**src/rtl/ysyx_22050518_decode_stage_if.sv**
```systemverilog
// Handshake and payload bundle for the decode stage.
//   master : fetch/execute side. Drives in_valid/in_pc/in_inst, out_ready and flush.
//   slave  : decode stage. Drives in_ready and every out_* field.
interface ysyx_22050518_decode_stage_if #(
  parameter int XLEN = 64
);
  logic            flush;
  logic            in_valid;
  logic            in_ready;
  logic [XLEN-1:0] in_pc;
  logic [31:0]     in_inst;
  logic            out_valid;
  logic            out_ready;
  logic [XLEN-1:0] out_pc;
  logic [4:0]      out_rs1;
  logic [4:0]      out_rs2;
  logic [4:0]      out_rd;
  logic            out_rd_wen;
  logic [XLEN-1:0] out_imm;
  logic [6:0]      out_alu_op;
  logic            out_alu_in1_pc;
  logic            out_alu_in2_imm;
  logic [9:0]      out_class;
  logic            out_ecall;
  logic            out_ebreak;
  logic            out_mret;
  logic [11:0]     out_csr_addr;
  logic            out_illegal;

  modport master (
    output flush, in_valid, in_pc, in_inst, out_ready,
    input  in_ready, out_valid, out_pc, out_rs1, out_rs2, out_rd, out_rd_wen,
           out_imm, out_alu_op, out_alu_in1_pc, out_alu_in2_imm, out_class,
           out_ecall, out_ebreak, out_mret, out_csr_addr, out_illegal
  );

  modport slave (
    input  flush, in_valid, in_pc, in_inst, out_ready,
    output in_ready, out_valid, out_pc, out_rs1, out_rs2, out_rd, out_rd_wen,
           out_imm, out_alu_op, out_alu_in1_pc, out_alu_in2_imm, out_class,
           out_ecall, out_ebreak, out_mret, out_csr_addr, out_illegal
  );
endinterface

```
**src/rtl/ysyx_22050518_decode_stage.sv**
```systemverilog
// RISC-V decode stage: decodes the offered instruction combinationally and
// queues the decoded fields (not the raw word) in a DEPTH-entry circular queue.
// Ports:
//   clk, rst : rising-edge clock, asynchronous active-high reset
//   bus      : slave side of ysyx_22050518_decode_stage_if
//              (flush, in_* fetch handshake, out_* execute handshake + fields)
// out_class is one-hot {r,i,l,s,b,jal,jalr,u,csr,sys}.
module ysyx_22050518_decode_stage #(
  parameter int XLEN  = 64,
  parameter int DEPTH = 2,
  parameter bit HAS_M = 1'b1
) (
  input logic clk,
  input logic rst,
  ysyx_22050518_decode_stage_if.slave bus
);

  localparam int PW = (DEPTH > 1) ? $clog2(DEPTH) : 1;
  localparam int CW = $clog2(DEPTH + 1);
  localparam logic [PW-1:0] LAST = PW'(DEPTH - 1);
  localparam logic [CW-1:0] FULL = CW'(DEPTH);
  localparam bit IS32 = (XLEN == 32);

  typedef struct packed {
    logic [XLEN-1:0] pc;
    logic [4:0]      rs1;
    logic [4:0]      rs2;
    logic [4:0]      rd;
    logic            rd_wen;
    logic [XLEN-1:0] imm;
    logic [6:0]      alu_op;
    logic            in1_pc;
    logic            in2_imm;
    logic [9:0]      cls;
    logic            ecall;
    logic            ebreak;
    logic            mret;
    logic [11:0]     csr_addr;
    logic            illegal;
  } dec_t;

  // ---------------- combinational decode ----------------
  logic [31:0] inst;
  logic [6:0]  opcode, f7;
  logic [2:0]  f3;
  assign inst   = bus.in_inst;
  assign opcode = inst[6:0];
  assign f3     = inst[14:12];
  assign f7     = inst[31:25];

  logic is_lui, is_auipc, is_jal, is_jalr, is_branch, is_load, is_store;
  logic is_opimm, is_op, is_opimm32, is_op32, is_system;
  assign is_lui     = opcode == 7'b0110111;
  assign is_auipc   = opcode == 7'b0010111;
  assign is_jal     = opcode == 7'b1101111;
  assign is_jalr    = opcode == 7'b1100111;
  assign is_branch  = opcode == 7'b1100011;
  assign is_load    = opcode == 7'b0000011;
  assign is_store   = opcode == 7'b0100011;
  assign is_opimm   = opcode == 7'b0010011;
  assign is_op      = opcode == 7'b0110011;
  assign is_opimm32 = opcode == 7'b0011011;
  assign is_op32    = opcode == 7'b0111011;
  assign is_system  = opcode == 7'b1110011;

  logic known, is_ecall, is_ebreak, is_mret, is_m, is_sub, is_sra, illegal;
  assign known = is_lui | is_auipc | is_jal | is_jalr | is_branch | is_load | is_store |
                 is_opimm | is_op | is_opimm32 | is_op32 | is_system;
  assign is_ecall  = inst == 32'h0000_0073;
  assign is_ebreak = inst == 32'h0010_0073;
  assign is_mret   = inst == 32'h3020_0073;
  assign is_m      = (is_op | is_op32) && f7 == 7'b0000001;
  assign is_sub    = (is_op | is_op32) && f3 == 3'b000 && f7 == 7'b0100000;
  assign is_sra    = (is_op | is_opimm | is_op32 | is_opimm32) && f3 == 3'b101 &&
                     f7[6:1] == 6'b010000;

  // inst[25] is shamt[5] for OP-IMM shifts, which only exists on RV64.
  assign illegal = !known || inst[1:0] != 2'b11 ||
                   (IS32 && (is_op32 | is_opimm32)) ||
                   (IS32 && is_opimm && (f3 == 3'b001 || f3 == 3'b101) && inst[25]) ||
                   (!HAS_M && is_m) ||
                   (is_system && f3 == 3'b000 && !(is_ecall | is_ebreak | is_mret));

  logic [9:0] cls;
  assign cls = illegal ? 10'd0 :
               {is_op | is_op32, is_opimm | is_opimm32, is_load, is_store, is_branch,
                is_jal, is_jalr, is_lui | is_auipc, is_system && f3 != 3'b000,
                is_system && f3 == 3'b000};

  // Built at 64 bits and truncated so one expression covers RV32 and RV64.
  logic [63:0] imm64;
  always_comb begin
    imm64 = 64'd0;
    if (is_opimm | is_opimm32 | is_load | is_jalr)
      imm64 = {{52{inst[31]}}, inst[31:20]};
    else if (is_store)
      imm64 = {{52{inst[31]}}, inst[31:25], inst[11:7]};
    else if (is_branch)
      imm64 = {{51{inst[31]}}, inst[31], inst[7], inst[30:25], inst[11:8], 1'b0};
    else if (is_jal)
      imm64 = {{43{inst[31]}}, inst[31], inst[19:12], inst[20], inst[30:21], 1'b0};
    else if (is_lui | is_auipc)
      imm64 = {{32{inst[31]}}, inst[31:12], 12'd0};
  end

  dec_t dec_in;
  always_comb begin
    dec_in          = '0;
    dec_in.pc       = bus.in_pc;
    dec_in.rs1      = is_ecall ? 5'd17 : inst[19:15];
    dec_in.rs2      = inst[24:20];
    dec_in.rd       = inst[11:7];
    dec_in.rd_wen   = |{cls[9:7], cls[4:1]};
    dec_in.imm      = imm64[XLEN-1:0];
    dec_in.alu_op   = is_auipc ? 7'b0100000 :
                      {is_op32 | is_opimm32, is_opimm | is_opimm32,
                       is_sub | is_m, is_sra | is_m, f3};
    dec_in.in1_pc   = cls[4] | cls[5];
    dec_in.in2_imm  = cls[8] | cls[5] | cls[4] | cls[3];
    dec_in.cls      = cls;
    dec_in.ecall    = !illegal && is_ecall;
    dec_in.ebreak   = !illegal && is_ebreak;
    dec_in.mret     = !illegal && is_mret;
    dec_in.csr_addr = inst[31:20];
    dec_in.illegal  = illegal;
  end

  // ---------------- queue ----------------
  dec_t          mem [DEPTH];
  logic [PW-1:0] wr_ptr, rd_ptr;
  logic [CW-1:0] count;
  logic          push, pop, in_ready;

  assign in_ready = count < FULL;
  assign push     = bus.in_valid && in_ready && !bus.flush;
  assign pop      = bus.out_valid && bus.out_ready;

  always_ff @(posedge clk or posedge rst) begin
    if (rst) begin
      wr_ptr <= '0;
      rd_ptr <= '0;
      count  <= '0;
    end else if (bus.flush) begin
      wr_ptr <= '0;
      rd_ptr <= '0;
      count  <= '0;
    end else begin
      if (push) wr_ptr <= (wr_ptr == LAST) ? '0 : wr_ptr + 1'b1;
      if (pop)  rd_ptr <= (rd_ptr == LAST) ? '0 : rd_ptr + 1'b1;
      if (push && !pop)      count <= count + 1'b1;
      else if (pop && !push) count <= count - 1'b1;
    end
  end

  // Payload needs no reset; count gates its visibility.
  always_ff @(posedge clk) begin
    if (push) mem[wr_ptr] <= dec_in;
  end

  dec_t head;
  assign head = mem[rd_ptr];

  assign bus.in_ready        = in_ready;
  assign bus.out_valid       = count != '0;
  assign bus.out_pc          = head.pc;
  assign bus.out_rs1         = head.rs1;
  assign bus.out_rs2         = head.rs2;
  assign bus.out_rd          = head.rd;
  assign bus.out_rd_wen      = head.rd_wen;
  assign bus.out_imm         = head.imm;
  assign bus.out_alu_op      = head.alu_op;
  assign bus.out_alu_in1_pc  = head.in1_pc;
  assign bus.out_alu_in2_imm = head.in2_imm;
  assign bus.out_class       = head.cls;
  assign bus.out_ecall       = head.ecall;
  assign bus.out_ebreak      = head.ebreak;
  assign bus.out_mret        = head.mret;
  assign bus.out_csr_addr    = head.csr_addr;
  assign bus.out_illegal     = head.illegal;

endmodule

```
**src/flat_wrapper.sv**
```systemverilog
// flat-port wrapper written by rule: the top's interface ports become plain ports
module ysyx_22050518_decode_stage_flat 
#(
  parameter int XLEN  = 64,
  parameter int DEPTH = 2,
  parameter bit HAS_M = 1'b1
)
  (clk, rst, bus_flush, bus_in_valid, bus_in_pc, bus_in_inst, bus_out_ready, bus_in_ready, bus_out_valid, bus_out_pc, bus_out_rs1, bus_out_rs2, bus_out_rd, bus_out_rd_wen, bus_out_imm, bus_out_alu_op, bus_out_alu_in1_pc, bus_out_alu_in2_imm, bus_out_class, bus_out_ecall, bus_out_ebreak, bus_out_mret, bus_out_csr_addr, bus_out_illegal);
  ysyx_22050518_decode_stage_if #(.XLEN(XLEN)) bus_i ();
  input logic clk;
  input logic rst;
  input wire logic [$bits(bus_i.flush)-1:0] bus_flush;
  input wire logic [$bits(bus_i.in_valid)-1:0] bus_in_valid;
  input wire logic [$bits(bus_i.in_pc)-1:0] bus_in_pc;
  input wire logic [$bits(bus_i.in_inst)-1:0] bus_in_inst;
  input wire logic [$bits(bus_i.out_ready)-1:0] bus_out_ready;
  output wire logic [$bits(bus_i.in_ready)-1:0] bus_in_ready;
  output wire logic [$bits(bus_i.out_valid)-1:0] bus_out_valid;
  output wire logic [$bits(bus_i.out_pc)-1:0] bus_out_pc;
  output wire logic [$bits(bus_i.out_rs1)-1:0] bus_out_rs1;
  output wire logic [$bits(bus_i.out_rs2)-1:0] bus_out_rs2;
  output wire logic [$bits(bus_i.out_rd)-1:0] bus_out_rd;
  output wire logic [$bits(bus_i.out_rd_wen)-1:0] bus_out_rd_wen;
  output wire logic [$bits(bus_i.out_imm)-1:0] bus_out_imm;
  output wire logic [$bits(bus_i.out_alu_op)-1:0] bus_out_alu_op;
  output wire logic [$bits(bus_i.out_alu_in1_pc)-1:0] bus_out_alu_in1_pc;
  output wire logic [$bits(bus_i.out_alu_in2_imm)-1:0] bus_out_alu_in2_imm;
  output wire logic [$bits(bus_i.out_class)-1:0] bus_out_class;
  output wire logic [$bits(bus_i.out_ecall)-1:0] bus_out_ecall;
  output wire logic [$bits(bus_i.out_ebreak)-1:0] bus_out_ebreak;
  output wire logic [$bits(bus_i.out_mret)-1:0] bus_out_mret;
  output wire logic [$bits(bus_i.out_csr_addr)-1:0] bus_out_csr_addr;
  output wire logic [$bits(bus_i.out_illegal)-1:0] bus_out_illegal;
  assign bus_i.flush = bus_flush;
  assign bus_i.in_valid = bus_in_valid;
  assign bus_i.in_pc = bus_in_pc;
  assign bus_i.in_inst = bus_in_inst;
  assign bus_i.out_ready = bus_out_ready;
  assign bus_in_ready = bus_i.in_ready;
  assign bus_out_valid = bus_i.out_valid;
  assign bus_out_pc = bus_i.out_pc;
  assign bus_out_rs1 = bus_i.out_rs1;
  assign bus_out_rs2 = bus_i.out_rs2;
  assign bus_out_rd = bus_i.out_rd;
  assign bus_out_rd_wen = bus_i.out_rd_wen;
  assign bus_out_imm = bus_i.out_imm;
  assign bus_out_alu_op = bus_i.out_alu_op;
  assign bus_out_alu_in1_pc = bus_i.out_alu_in1_pc;
  assign bus_out_alu_in2_imm = bus_i.out_alu_in2_imm;
  assign bus_out_class = bus_i.out_class;
  assign bus_out_ecall = bus_i.out_ecall;
  assign bus_out_ebreak = bus_i.out_ebreak;
  assign bus_out_mret = bus_i.out_mret;
  assign bus_out_csr_addr = bus_i.out_csr_addr;
  assign bus_out_illegal = bus_i.out_illegal;
  ysyx_22050518_decode_stage #(.XLEN(XLEN), .DEPTH(DEPTH), .HAS_M(HAS_M)) u_core (.clk(clk), .rst(rst), .bus(bus_i));
endmodule
```
**config.mk**
```make
export PLATFORM = sky130hd
export DESIGN_NAME = ysyx_22050518_decode_stage_flat
export DESIGN_NICKNAME = d
export VERILOG_FILES = /design/src/rtl/ysyx_22050518_decode_stage_if.sv /design/src/rtl/ysyx_22050518_decode_stage.sv /design/src/flat_wrapper.sv
export SDC_FILE = /design/constraint.sdc
export NUM_CORES = 1
export LEC_CHECK = 0
export BUFFER_PORTS_ARGS = -buffer_cell sky130_fd_sc_hd__buf_2
export CAP_MARGIN = 20
export CORE_ASPECT_RATIO = 0.9
export CORE_MARGIN = 4
export CORE_UTILIZATION = 45
export DETAILED_ROUTE_END_ITERATION = 8
export PLACE_DENSITY_LB_ADDON = 0.08
export SLEW_MARGIN = 40
export SYNTH_ARGS = -nofsm -noshare
export SYNTH_HDL_FRONTEND = slang
export SYNTH_SLANG_ARGS = --single-unit
```
**constraint.sdc**
```tcl
create_clock -name clk -period 16.23 [get_ports clk]
set_input_delay 2.4345 -clock clk [delete_from_list [all_inputs] [get_ports clk]]
set_output_delay 2.4345 -clock clk [all_outputs]
set_load 0.02 [all_outputs]
```
# Word level (Yosys, flattened, before mapping)

Memory sizes are Yosys's and may differ from the RTL's.
Index checks and enable logic that the tools add are counted.

Eq/ne operators: 20
Multiplexer cells: 19
Shift operators: 0
Reductions and logical operators: 31
Order comparisons: 1
Div/mod/pow operators: 0
$mul: 0
Bitwise logic cells: 27
$add $sub $neg: 4

Operator list:

| operator                                                                 | number |
|---|---|
| 64-bit 2-to-1 mux                                                        | 5 |
| 7-bit by 6-bit equality test with 1-bit output (second input constant)   | 5 |
| 32-bit by 21-bit equality test with 1-bit output (second input constant) | 1 |
| 32-bit by 30-bit equality test with 1-bit output (second input constant) | 1 |
| 32-bit by 7-bit equality test with 1-bit output (second input constant)  | 1 |
| 7-bit equality test (second input constant)                              | 4 |
| 1-bit OR                                                                 | 27 |
| 7-bit by 5-bit equality test with 1-bit output (second input constant)   | 3 |
| 1-bit logical AND                                                        | 16 |
| 10-bit 2-to-1 mux                                                        | 1 |
| 1-bit 2-to-1 mux                                                         | 8 |
| 7-bit by 1-bit equality test with 1-bit output (second input constant)   | 1 |
| 7-bit by 2-bit equality test with 1-bit output (second input constant)   | 1 |
| 7-bit 2-to-1 mux                                                         | 1 |
| 7-bit OR reduction                                                       | 1 |
| 6-bit by 5-bit equality test with 1-bit output (second input constant)   | 1 |
| 1-bit zero test                                                          | 6 |
| 2-bit 2-to-1 mux                                                         | 3 |
| 2-bit nonzero test                                                       | 3 |
| 3-bit nonzero test                                                       | 2 |
| 5-bit 2-to-1 mux                                                         | 1 |
| 3-bit equality test (second input constant)                              | 1 |
| 3-bit zero test                                                          | 1 |
| 1-bit adder (second input constant)                                      | 2 |
| other kinds (5)                                                          | 6 |

Output and inout port bits: 181
Memory bits (writable): 358
Bits in registers: 4
Word-level logic and storage cells: 106
Bits in latches: 0
Memory bits (read-only): 0
Input bits: 101
Memories: 1

Memory list:

| memory     | depth | bits a word | rd ports | clocked after memory_dff | wr ports | line                              | source |
|---|---|---|---|---|---|---|---|
| u_core.mem | 2     | 179         | 1        | 0                        | 1        | ysyx_22050518_decode_stage.sv:129 | `dec_t mem [DEPTH];` |

# Logic depth before layout (Yosys ltp)

Depth in word-level cells: 19
Gate-level depth with buffers: 6
Mapped depth without buffers: 4

# Worst setup path after synthesis

Ideal clock, no wire load.

Path kind: input -> register
From: input bus_in_valid
To: memory u_core.mem[1][0] (netlist bit) (enable)
Path buffers: 0
Cell stages on the path: 2
Setup time: 849 ps
Path slack: 2544 ps
Data arrival time: 12837 ps
Required time: 15381 ps
Path through: nand2b_1 > nor3b_1

Cells in the longest elaborated chain, start to end: 4

RTL lines:

| item                                   | line                              | source |
|---|---|---|
| start, declared                        | flat_wrapper.sv:13                | `input wire logic [$bits(bus_i.in_valid)-1:0] bus_in_valid;` |
| 1-bit logical AND (2 in a row)         | ysyx_22050518_decode_stage.sv:135 | `assign push = bus.in_valid && in_ready && !bus.flush;` |
| 1-bit 2-to-1 mux                       | ysyx_22050518_decode_stage.sv:157 | `if (push) mem[wr_ptr] <= dec_in;` |
| 1-bit 2-to-1 mux (implied by the code) | ysyx_22050518_decode_stage.sv:157 |  |
| end, declared                          | ysyx_22050518_decode_stage.sv:129 |  |

Every way passes these cells.

# Worst setup path in the final report

From: register u_core.rd_ptr
To: output bus_out_imm[31]

Cells in the longest elaborated chain, start to end: 1

RTL lines:

| item                    | line                              | source |
|---|---|---|
| start, declared         | ysyx_22050518_decode_stage.sv:130 | `logic [PW-1:0] wr_ptr, rd_ptr;` |
| start signal, assigned  | ysyx_22050518_decode_stage.sv:149 | `if (pop) rd_ptr <= (rd_ptr == LAST) ? '0 : rd_ptr + 1'b1;` |
| memory read 2 x 179 bit | -                                 |  |
| end, declared           | flat_wrapper.sv:24                | `output wire logic [$bits(bus_i.out_imm)-1:0] bus_out_imm;` |

Every way passes these cells.

==> impl_table.tex <==
\begin{tabular}{lr}
\hline
Metric & Value \\
\hline
\multicolumn{2}{l}{\textbf{Place}} \\
Buffers on Ports & $\sim$280 \\
Detail Placement HPWL & roughly 17000 um \\
Last weighted congestion value of the routability-driven placer & about 0.76 \\
\multicolumn{2}{l}{\textbf{Cells and area}} \\
Layout Area Growth over Synthesis & 22.23\% \\
NumNets Final & 1003 \\
Antenna cell count & 0 \\
Share of post-route cells with drive strength above 1 & 53.46\% \\
Number of filler cells placed in the layout & slightly above 2000 \\
Multi-input gate area in the final layout & approximately 2500 um\^{}2 \\
Combined flip-flop and latch cell area & 8632 um\^{}2 \\
\multicolumn{2}{l}{\textbf{Route}} \\
DR iter-0 viols & 378 \\
Post-detailed-route wirelength per cell & roughly 20 um \\
Antenna-violating nets left & 0 \\
Avg Vias per Cell & just over 5 \\
Post-detailed-route DRC marker count & 0 \\
Vias after detailed routing & $\sim$6400 \\
First-pass detailed-route iteration total & 4 \\
Aggregate routed wire length & $\sim$25000 um \\
\multicolumn{2}{l}{\textbf{Worst setup path}} \\
CP Max Fanout & 71 \\
Crit path kind & register to output port \\
Endpoint required time on the critical path & 13.80 ns \\
Category of the worst setup path capture point & output port \\
Launching element type of the critical path & register \\
Arrival time reported for the critical path endpoint & $\sim$2.8 ns \\
Register-to-register path setup slack & roughly 14 ns \\
\multicolumn{2}{l}{\textbf{STA}} \\
Tcrit/Tclk final & 32.27\% \\
Final setup violation count & 0 \\
Max Clk Rate & 0.1909 GHz \\
Worst-case hold slack & between 0.5 and 0.6 ns \\
Worst-case clock skew & about 0.0066 ns \\
Final-layout setup total negative slack & 0 ns \\
Number of hold violations in the final report & 0 \\
RSZ-0062 raised after global routing & no \\
Tightest Pin Transition & approximately 0.74 ns \\
Final min period & 5.237 ns \\
Number of slew-limit violations in the final report & 0 \\
Relative slew slack & about 50\% \\
\multicolumn{2}{l}{\textbf{Floorplan}} \\
IO Count & between 200 and 300 \\
Starting density of the core & between 40\% and 50\% \\
Width of the die & approximately 180 um \\
Vertical extent of the die & $\sim$160 um \\
Area of the die & 28320 um\^{}2 \\
Standard-cell rows & 55 \\
Area of the core region & between 20000 and 30000 um\^{}2 \\
\multicolumn{2}{l}{\textbf{Synthesis}} \\
Largest family of logic cells by synthesized area & multiplexers \\
Post-synthesis instance area & 11560 um\^{}2 \\
EDFF count, synth & 284 \\
Yosys cell types & just over 40 \\
Yosys top cell by area & sky130\_fd\_sc\_hd\_\_edfxtp\_1 \\
Average size of a mapped cell & between 15 and 20 um\^{}2 \\
Commonest cells in the netlist & sky130\_fd\_sc\_hd\_\_edfxtp\_1 (284), sky130\_fd\_sc\_hd\_\_mux2\_2 (143), sky130\_fd\_sc\_hd\_\_buf\_4 (37) \\
Net count after synthesis & roughly 750 \\
Post-Synth Simple-Gate Area & under 10\% \\
Register bit count reported by yosys & 288 \\
Most used DFF post-synth & sky130\_fd\_sc\_hd\_\_edfxtp\_1 \\
Number of warning messages in the yosys log & 0 \\
Parity-gate share of the synthesized area counting xor and xnor cells & less than 1\% \\
Share of synthesized area occupied by flip-flops and latches & between 70\% and 80\% \\
Synthesized instance count & $\sim$650 \\
Share of flip-flops with an asynchronous set or reset after synthesis & 1.389\% \\
Proportion of synthesized area in mux cells & between 10\% and 20\% \\
Fraction of post-synthesis cell area in the top cell type by area & between 70\% and 80\% \\
Synth area leaders & sky130\_fd\_sc\_hd\_\_edfxtp\_1 (74\%), sky130\_fd\_sc\_hd\_\_mux2\_2 (14\%), sky130\_fd\_sc\_hd\_\_buf\_4 (2.4\%) \\
Compound-Gate Fraction of Synth Area & under 10\% \\
Fraction of the mapped netlist area in adder cells & 0\% \\
Most common cell in the synthesized netlist & sky130\_fd\_sc\_hd\_\_edfxtp\_1 \\
\multicolumn{2}{l}{\textbf{Global routing}} \\
Wire length of the first global-routing pass & 38060 um \\
Number of antenna violations at the first check in global routing & 0 \\
Layer carrying the most global-route usage & met2 \\
Number of global-route vias before repair & around 7000 \\
Global routing met3 resource utilization & 3.929\% \\
GRT overflow & 0 \\
GR Util All Layers & 17.06\% \\
Met2 track demand over resource & slightly below 30\% \\
Global-route met1 utilization & roughly 22\% \\
Pin count of the biggest net entering global routing & around 140 \\
\multicolumn{2}{l}{\textbf{Clock tree}} \\
TritonCTS sink count & 288 \\
Post-CTS Setup Repair Bufs & 0 \\
TritonCTS clock tree & built \\
CTS max path bufs & 3 \\
Number of levels the H-tree was split into & 1 \\
Root cell of the clock tree & sky130\_fd\_sc\_hd\_\_clkbuf\_16 \\
Post-cts resize count & 0 \\
Hold-fix buffers, CTS & 0 \\
Clock buffer count from CTS & 31 \\
Worst skew pair latency & between 0.5 and 0.6 ns \\
Clock slew seen by the registers of the worst setup and hold paths & 0.06 ns \\
\multicolumn{2}{l}{\textbf{Hold path}} \\
Worst hold-check path type & register to register \\
\multicolumn{2}{l}{\textbf{Power}} \\
Internal power & roughly 1.3 mW \\
Switching power share of the total & 23.40\% \\
Peak VDD IR & around 0.084 mV \\
Sequential share of power & between 40\% and 50\% \\
Sw power & a little over 400 uW \\
Pwr/cell area & roughly 120 nW/um\^{}2 \\
Logic gate share of total power & 11.3\% \\
Clock network fraction of total power & 38.7\% \\
Cell leakage power & roughly 5.2 nW \\
\multicolumn{2}{l}{\textbf{Run status}} \\
Status & finished clean \\
\multicolumn{2}{l}{\textbf{Job}} \\
Max\_cap viols & 0 \\
\hline
\end{tabular}
worst max-delay path: stages, from the launching register on:
cell and delay [ns]:
sky130_fd_sc_hd__dfrtp_4 0.63, sky130_fd_sc_hd__buf_12 0.23, sky130_fd_sc_hd__buf_6 0.54, sky130_fd_sc_hd__mux2_2 0.57
sky130_fd_sc_hd__buf_2 0.22
routing by layer:
layer,part of all wire [%],vias up,routed length (um)
met2,50,245,12420
met5,0,-,0
met4,2.2,0,552
met3,6.9,40,1740
met1,41,3139,10360
li1,-,2967,-
power by group through the flow:
stage | Combinational (mW) | Sequential [mW] | Clock (mW)
finish | 0.195 | 0.859 | 0.666
global route | 0.209 | 0.861 | 0.722
CTS | 0.197 | 0.860 | 0.685
detailed placement | 0.196 | 0.875 | 0
global placement | 0.189 | 0.877 | 0
floorplan | 0.132 | 0.881 | 0
path summary, 6_finish.rpt:
kind | endpoint | cells after the start | from
max | bus_out_imm[31] | 4 | u_core.rd_ptr
min | u_core.wr_ptr | 2 | u_core.wr_ptr
max reg2reg | u_core.mem[1][115] | 4 | u_core.count[1]
min reg2reg | u_core.wr_ptr | 2 | u_core.wr_ptr
max in group asynchronous | u_core.rd_ptr | 2 | rst
min in group asynchronous | u_core.rd_ptr | 2 | rst
kinds of logic after synthesis:
family                    count (synthesis)
xor gates and xnor gates                  3
buffers and inverters                    72
AOI/OAI and AO/OA                        48
muxes                                   143
DFF                                     288
and+or+nand+nor                          91
area by class of cell:
cell class,count,share of cell area (%)
tap,342,3.029
clock inverter,26,1.461
sequential,288,61.10
clock buffer,31,5.491
timing repair buffer,288,10.83
inverter,8,0.2125
multi-input combinational,285,17.88
stage by stage:
stage	setup slack (ns)	cell area (um^2)	util (%)	std cells	power, mW
3_3_place_gp	10.96	13060	51.83	1208	1.066
5_1_grt	10.75	14130	56.10	1268	1.792
6_report	10.99	14130	56.10	1268	1.720
4_1_cts	10.92	14090	55.93	1267	1.742
2_1_floorplan	2.544	11560	-	645	1.013
3_5_place_dp	11.45	13110	52.03	1210	1.071
sequential cells by signal, indices dropped and copies added, names as in the netlist:
signal / cells
u_core.mem: 284
u_core.count: 2
u_core.rd_ptr: 1
u_core.wr_ptr: 1
cells in the final DEF, fill, tap and decap left out, types with 5 or more instances in the layout:
| cell | count |
|---|---|
| sky130_fd_sc_hd__o21ai_0 | 8 |
| sky130_fd_sc_hd__clkinv_1 | 9 |
| sky130_fd_sc_hd__a22o_1 | 5 |
| sky130_fd_sc_hd__nor2_1 | 17 |
| sky130_fd_sc_hd__clkinv_2 | 10 |
| sky130_fd_sc_hd__inv_1 | 8 |
| sky130_fd_sc_hd__nor2b_1 | 5 |
| sky130_fd_sc_hd__nand2_1 | 12 |
| sky130_fd_sc_hd__edfxtp_1 | 284 |
| sky130_fd_sc_hd__a21oi_1 | 8 |
| sky130_fd_sc_hd__clkbuf_16 | 31 |
| sky130_fd_sc_hd__a21o_1 | 19 |
| sky130_fd_sc_hd__mux2_2 | 143 |
| sky130_fd_sc_hd__nand2b_1 | 6 |
| sky130_fd_sc_hd__and2_1 | 10 |
| sky130_fd_sc_hd__nor3_1 | 8 |
| sky130_fd_sc_hd__buf_2 | 281 |
Note: power is estimated with default switching activity, not from simulation.
